### src/rtl/mc_ctrl_pkg.sv
// Shared types and encodings for the multi-cycle RV32I control unit.
package mc_ctrl_pkg;

  typedef enum logic [3:0] {
    StFetch, StDecode, StMemAdr, StMemRead, StMemWb, StMemWrite,
    StExecuteR, StExecuteI, StAluWb, StBeq, StJal
  } state_e;

  localparam logic [6:0] OpLoad  = 7'b0000011;
  localparam logic [6:0] OpStore = 7'b0100011;
  localparam logic [6:0] OpRType = 7'b0110011;
  localparam logic [6:0] OpIType = 7'b0010011;
  localparam logic [6:0] OpBeq   = 7'b1100011;
  localparam logic [6:0] OpJal   = 7'b1101111;

  localparam logic [1:0] AluOpAdd   = 2'b00;
  localparam logic [1:0] AluOpSub   = 2'b01;
  localparam logic [1:0] AluOpFunct = 2'b10;

  localparam int unsigned AluAdd  = 0;
  localparam int unsigned AluSub  = 1;
  localparam int unsigned AluAnd  = 2;
  localparam int unsigned AluOr   = 3;
  localparam int unsigned AluXor  = 4;
  localparam int unsigned AluSlt  = 5;
  localparam int unsigned AluSll  = 6;
  localparam int unsigned AluSrl  = 7;
  localparam int unsigned AluSra  = 8;
  localparam int unsigned AluSltu = 9;

  localparam logic       AdrPc     = 1'b0;
  localparam logic       AdrAlu    = 1'b1;
  localparam logic [1:0] ResAluOut = 2'b00;
  localparam logic [1:0] ResData   = 2'b01;
  localparam logic [1:0] ResAluRes = 2'b10;
  localparam logic [1:0] SrcAPc    = 2'b00;
  localparam logic [1:0] SrcAOldPc = 2'b01;
  localparam logic [1:0] SrcARs1   = 2'b10;
  localparam logic [1:0] SrcBRs2   = 2'b00;
  localparam logic [1:0] SrcBImm   = 2'b01;
  localparam logic [1:0] SrcBFour  = 2'b10;
  localparam logic [1:0] ImmI      = 2'b00;
  localparam logic [1:0] ImmS      = 2'b01;
  localparam logic [1:0] ImmB      = 2'b10;
  localparam logic [1:0] ImmJ      = 2'b11;

endpackage

### src/rtl/multicycle_ctrl_fsm_alu_decoder.sv
// Combinational ALU operation decode from alu_op and instruction fields.
module alu_decoder
  import mc_ctrl_pkg::*;
#(
  parameter int unsigned ALU_CTRL_W = 5
) (
  input  logic [1:0]            i_alu_op,
  input  logic [2:0]            i_funct3,
  input  logic                  i_funct7b5,
  input  logic                  i_op5,
  output logic [ALU_CTRL_W-1:0] o_alu_ctrl
);

  always_comb begin
    o_alu_ctrl = ALU_CTRL_W'(AluAdd);
    case (i_alu_op)
      AluOpSub: o_alu_ctrl = ALU_CTRL_W'(AluSub);
      AluOpFunct: begin
        unique case (i_funct3)
          // op5 separates R-type from I-type, so addi never becomes SUB
          3'b000:  o_alu_ctrl = (i_op5 && i_funct7b5) ? ALU_CTRL_W'(AluSub)
                                                      : ALU_CTRL_W'(AluAdd);
          3'b001:  o_alu_ctrl = ALU_CTRL_W'(AluSll);
          3'b010:  o_alu_ctrl = ALU_CTRL_W'(AluSlt);
          3'b011:  o_alu_ctrl = ALU_CTRL_W'(AluSltu);
          3'b100:  o_alu_ctrl = ALU_CTRL_W'(AluXor);
          3'b101:  o_alu_ctrl = i_funct7b5 ? ALU_CTRL_W'(AluSra) : ALU_CTRL_W'(AluSrl);
          3'b110:  o_alu_ctrl = ALU_CTRL_W'(AluOr);
          3'b111:  o_alu_ctrl = ALU_CTRL_W'(AluAnd);
          default: o_alu_ctrl = ALU_CTRL_W'(AluAdd);
        endcase
      end
      default: o_alu_ctrl = ALU_CTRL_W'(AluAdd);
    endcase
  end

endmodule

### src/rtl/multicycle_ctrl_fsm.sv
// Moore control FSM sequencing the multi-cycle RV32I datapath.
module multicycle_ctrl_fsm
  import mc_ctrl_pkg::*;
#(
  parameter int unsigned ALU_CTRL_W = 5
) (
  input  logic                  i_clk,
  input  logic                  i_reset_n,
  input  logic [6:0]            i_opcode,
  input  logic [2:0]            i_funct3,
  input  logic                  i_funct7b5,
  input  logic                  i_zero,
  output logic                  o_pc_write,
  output logic                  o_adr_src,
  output logic                  o_ir_write,
  output logic                  o_mem_write,
  output logic                  o_reg_write,
  output logic [1:0]            o_result_src,
  output logic [1:0]            o_alu_src_a,
  output logic [1:0]            o_alu_src_b,
  output logic [1:0]            o_imm_src,
  output logic [ALU_CTRL_W-1:0] o_alu_ctrl,
  output logic                  o_instr_done,
  output logic                  o_illegal
);

  state_e     r_state, w_state_d, w_state;
  logic [1:0] w_alu_op;
  logic       w_pc_update, w_branch, w_ir_write, w_mem_write, w_reg_write;
  logic       w_done, w_illegal;

  always_ff @(posedge i_clk) begin
    r_state <= w_state_d;
  end

  // Under reset the outputs present FETCH values regardless of the stale state.
  assign w_state = i_reset_n ? r_state : StFetch;

  always_comb begin
    w_state_d    = StFetch;
    w_alu_op     = AluOpAdd;
    w_pc_update  = 1'b0;
    w_branch     = 1'b0;
    w_ir_write   = 1'b0;
    w_mem_write  = 1'b0;
    w_reg_write  = 1'b0;
    w_done       = 1'b0;
    w_illegal    = 1'b0;
    o_adr_src    = AdrPc;
    o_result_src = ResAluOut;
    o_alu_src_a  = SrcAPc;
    o_alu_src_b  = SrcBRs2;
    unique case (w_state)
      StFetch: begin
        w_ir_write   = 1'b1;
        w_pc_update  = 1'b1;
        o_alu_src_b  = SrcBFour;
        o_result_src = ResAluRes;
        w_state_d    = StDecode;
      end
      StDecode: begin
        o_alu_src_a = SrcAOldPc;
        o_alu_src_b = SrcBImm;
        case (i_opcode)
          OpLoad, OpStore: w_state_d = StMemAdr;
          OpRType:         w_state_d = StExecuteR;
          OpIType:         w_state_d = StExecuteI;
          OpBeq:           w_state_d = StBeq;
          OpJal:           w_state_d = StJal;
          default: begin
            w_state_d = StFetch;
            w_illegal = 1'b1;
          end
        endcase
      end
      StMemAdr: begin
        o_alu_src_a = SrcARs1;
        o_alu_src_b = SrcBImm;
        w_state_d   = (i_opcode == OpLoad) ? StMemRead : StMemWrite;
      end
      StMemRead: begin
        o_adr_src = AdrAlu;
        w_state_d = StMemWb;
      end
      StMemWb: begin
        o_result_src = ResData;
        w_reg_write  = 1'b1;
        w_done       = 1'b1;
      end
      StMemWrite: begin
        o_adr_src   = AdrAlu;
        w_mem_write = 1'b1;
        w_done      = 1'b1;
      end
      StExecuteR: begin
        o_alu_src_a = SrcARs1;
        w_alu_op    = AluOpFunct;
        w_state_d   = StAluWb;
      end
      StExecuteI: begin
        o_alu_src_a = SrcARs1;
        o_alu_src_b = SrcBImm;
        w_alu_op    = AluOpFunct;
        w_state_d   = StAluWb;
      end
      StAluWb: begin
        w_reg_write = 1'b1;
        w_done      = 1'b1;
      end
      StBeq: begin
        o_alu_src_a = SrcARs1;
        w_alu_op    = AluOpSub;
        w_branch    = 1'b1;
        w_done      = 1'b1;
      end
      StJal: begin
        o_alu_src_a = SrcAOldPc;
        o_alu_src_b = SrcBFour;
        w_pc_update = 1'b1;
        w_state_d   = StAluWb;
      end
      default: w_state_d = StFetch;
    endcase
    if (!i_reset_n) begin
      w_state_d = StFetch;
    end
  end

  assign o_pc_write   = i_reset_n & (w_pc_update | (w_branch & i_zero));
  assign o_ir_write   = i_reset_n & w_ir_write;
  assign o_mem_write  = i_reset_n & w_mem_write;
  assign o_reg_write  = i_reset_n & w_reg_write;
  assign o_instr_done = i_reset_n & w_done;
  assign o_illegal    = i_reset_n & w_illegal;

  always_comb begin
    o_imm_src = ImmI;
    case (i_opcode)
      OpStore: o_imm_src = ImmS;
      OpBeq:   o_imm_src = ImmB;
      OpJal:   o_imm_src = ImmJ;
      default: o_imm_src = ImmI;
    endcase
  end

  alu_decoder #(
    .ALU_CTRL_W(ALU_CTRL_W)
  ) u_alu_decoder (
    .i_alu_op   (w_alu_op),
    .i_funct3   (i_funct3),
    .i_funct7b5 (i_funct7b5),
    .i_op5      (i_opcode[5]),
    .o_alu_ctrl (o_alu_ctrl)
  );

endmodule

### config.mk
export PLATFORM = sky130hd
export DESIGN_NAME = multicycle_ctrl_fsm
export DESIGN_NICKNAME = d
export VERILOG_FILES = /design/src/rtl/mc_ctrl_pkg.sv /design/src/rtl/multicycle_ctrl_fsm_alu_decoder.sv /design/src/rtl/multicycle_ctrl_fsm.sv
export SDC_FILE = /design/constraint.sdc
export NUM_CORES = 1
export LEC_CHECK = 0
export CORE_MARGIN = 1.5
export CORE_UTILIZATION = 45
export DETAILED_ROUTE_END_ITERATION = 12
export DONT_BUFFER_PORTS = 1
export PLACE_DENSITY = 0.71
export SYNTH_ARGS = -nofsm -noshare
export SYNTH_HDL_FRONTEND = slang
export SYNTH_SLANG_ARGS = --single-unit
### constraint.sdc
create_clock -name i_clk -period 4.4 [get_ports i_clk]
set_clock_uncertainty 0.15 [all_clocks]
set_input_delay 0.88 -clock i_clk [delete_from_list [all_inputs] [get_ports i_clk]]
set_output_delay 0.88 -clock i_clk [all_outputs]
set_load 0.02 [all_outputs]
==> flow_metrics.env <==
export IMPL_critical_path_depth=6
export IMPL_swShare=0.301
export IMPL_grt_ovfl_total=0
export IMPL_hold_path_class="reg -> reg"
export IMPL_hold_viol_final=0
export IMPL_reg_largest_list="r_state (4)"
export IMPL_drt_pass1_iter_count=4
export IMPL_cp_slowest_cell="dfxtp_1"
export IMPL_ys_ff_latch=4
export IMPL_ant_nets=0
export IMPL_max_freq_mhz=306
export IMPL_p_comb_frac=0.247
export IMPL_synth_edf_count=0
export IMPL_die_area_mm2=0.00168
export IMPL_synthTopCellsByArea="dfxtp_1 (12%), nor2b_1 (8.7%), nand2_1 (7.5%), a21oi_1 (4.6%), nor3_1 (4.6%)"
export IMPL_largest_reg_flops=4
export IMPL_drc=0
export IMPL_timing_max_cap_violations=0
export IMPL_critPathLaunch="r_state[3]"
export IMPL_synth_most_common_cell="nand2_1"
export IMPL_gp_congestion=0.698
export IMPL_maxSlewHeadroom=0.551
export IMPL_cts_tree="built"
export IMPL_core_area_mm2=0.00132
export IMPL_ir_worst_vdd_v=0.000100
export IMPL_grt_max_degree=15
export IMPL_finalSetupTns_ps=0
export IMPL_vias_per_cell=6.29
export IMPL_finalNetCount=115
export IMPL_finalPower_mw=0.113
export IMPL_crit_family="simple AND/OR/NAND/NOR gates"
export IMPL_critPathKind="reg -> out"
export IMPL_worstPathArrival_ps=2240
export IMPL_worst_pin_slew_ps=667
export IMPL_cts_repair_resized=0
export IMPL_grt_pass1_vias=519
export IMPL_cts_setup_buffers=0
export IMPL_cts_path_max_buffers=2
export IMPL_initial_utilization=0.492
export IMPL_vias=705
export IMPL_endpoint_kind="output port"
export IMPL_ys_seq_area_frac=0.124
export IMPL_p_leak_nw=0.265
export IMPL_fin_crit_ps=3270
export IMPL_outcome="completed"
export IMPL_netlist_area_um2=648
export IMPL_wire_per_inst_um=12.8
export IMPL_period_share=0.743
export IMPL_syn2layout_area_growth_pct=3.67
export IMPL_hpwl_um=1140
export IMPL_num_rows=13
export IMPL_worstPathRequired_ps=3370
export IMPL_wl_um=1430
export IMPL_io_buffers=0
export IMPL_synth_top_area_share=0.124
export IMPL_reg2regPathDepth=4
export IMPL_grt_use_total=0.176
export IMPL_synth_cell_types=38
export IMPL_path_max_fanout=9
export IMPL_rsz0062_at_grt="false"
export IMPL_max_stage_delay_ps=460
export IMPL_io_pins=34
export IMPL_p_switching_mw=0.0341
export IMPL_intPower_mw=0.0791
export IMPL_setup_violations=0
export IMPL_clkPwrFrac=0.403
export IMPL_cts_htree_levels=1
export IMPL_hold_end="r_state[3]"
export IMPL_synth_top_cells_by_count="nand2_1 (13), nor2b_1 (9), nor2_1 (8), a21oi_1 (6), nor3_1 (6)"
export IMPL_nFillCells=139
export IMPL_start_kind="flop"
export IMPL_antenna_found_initial=0
export IMPL_rr_startpoint="r_state[1]"
export IMPL_power_density_mw_per_mm2=168
export IMPL_cts_inserted_buffers=3
export IMPL_synthFlopType="dfxtp_1"
export IMPL_die_w_um=41.0
export IMPL_clk_pin_slew_ps=40
export IMPL_insertion_delay_ps=240
export IMPL_drive_gt1_frac=0.0722
export IMPL_die_y_um=41.0
export IMPL_hp_start="r_state[1]"
export IMPL_grt_pass1_wl_um=1990
export IMPL_async_reset_ff_frac=0
export IMPL_yosys_warnings=0
export IMPL_syn_area_per_cell_um2=6.61
export IMPL_cts_root_buf="clkbuf_4"
export IMPL_path_buf_inv=1
export IMPL_clock_sinks=4
export IMPL_drt_iter0_drc=15
export IMPL_hold_depth=2
export IMPL_slew_violations=0
export IMPL_synth_nets=114
export IMPL_crit_chain="and2b_1, and3_1, ha_1, nand2b_1, a2111oi_0, clkbuf_2"
export IMPL_cts_hold_buffers=0
export IMPL_synth_top_cell_by_area="dfxtp_1"
export IMPL_top_register="r_state"
export IMPL_synthCells=98
export IMPL_diodes=0
export IMPL_worstReg2RegEnd="r_state[2]"
export IMPL_reg2reg_setup_slack_ps=2740
export IMPL_seqPwrFrac=0.350
==> cells in the final DEF, fill, tap and decap left out, types with 2 or more instances in the layout <==
cell      count
o41ai_1       2
inv_1         5
and4b_1       2
dfxtp_1       4
nor2b_1       9
ha_1          2
nor3_1        6
a21oi_1       6
nand2_1      13
nor3b_1       2
o21ai_0       3
xnor2_1       3
nand2b_1      4
clkbuf_4      3
nand4_1       3
nor4_1        2
nor2_1        8
==> layer usage <==
layer	part of all wire	vias to the layer above	track usage
li1	-	351	-
met2	0.46	30	0.262
met1	0.45	322	0.237
met3	0.080	2	0.0435
met4	0.013	0	0.0750
met5	0	-	0
==> worst min-delay path, cell delays in order (launching register included) <==
cell	delay, ps
dfxtp_1	400
a32oi_1	200
nor2b_1	70
==> cell type report <==
class	count	area [um2]	area share
clock buffers	3	22.5	0.0335
inverters	5	18.8	0.0279
repair buffers	2	12.5	0.0186
flip-flops and latches	4	80.1	0.119
multi-input cells	83	519	0.773
well taps	15	18.8	0.0279
==> power by group through the flow <==
stage               sequential (mW)  clock (mW)  combinational, mW
floorplan                    0.0381           0             0.0283
global placement             0.0400           0             0.0280
detailed placement           0.0400           0             0.0280
CTS                          0.0395      0.0464             0.0282
global route                 0.0398      0.0510             0.0309
finish                       0.0396      0.0456             0.0280
==> cells by family after synthesis <==
kind of cell / after synthesis / synth area share
multiplexers: 2 / 0.0328
AO/OA/AOI/OAI: 20 / 0.210
AND/OR/NAND/NOR: 55 / 0.473
adder cells (fa/ha/maj): 2 / 0.0386
XOR/XNOR: 3 / 0.0405
flip-flops: 4 / 0.124
other: 1 / 0.00579
buffers and inverters: 11 / 0.0753
==> how the worst max path moves through the flow <==
stage                     slack, ps             to
final                          1130  o_alu_ctrl[2]
after global placement         1160  o_alu_ctrl[2]
after global routing            940  o_alu_ctrl[2]
after detailed placement       1130  o_alu_ctrl[2]
after CTS                      1120  o_alu_ctrl[2]
after floorplan                 540  o_alu_ctrl[2]
==> through the flow <==
step                cells  instance area, um2  utilization  worst slack, ps  hold WS [ps]
floorplan              98                 648            -              536           509
global placement      109                 649        0.493             1160           542
detailed placement    109                 649        0.493             1130           552
CTS                   112                 672        0.510             1120           560
global route          112                 672        0.510              943           605
finish                112                 672        0.510             1130           567
Note: power is estimated with default switching activity, not from simulation.
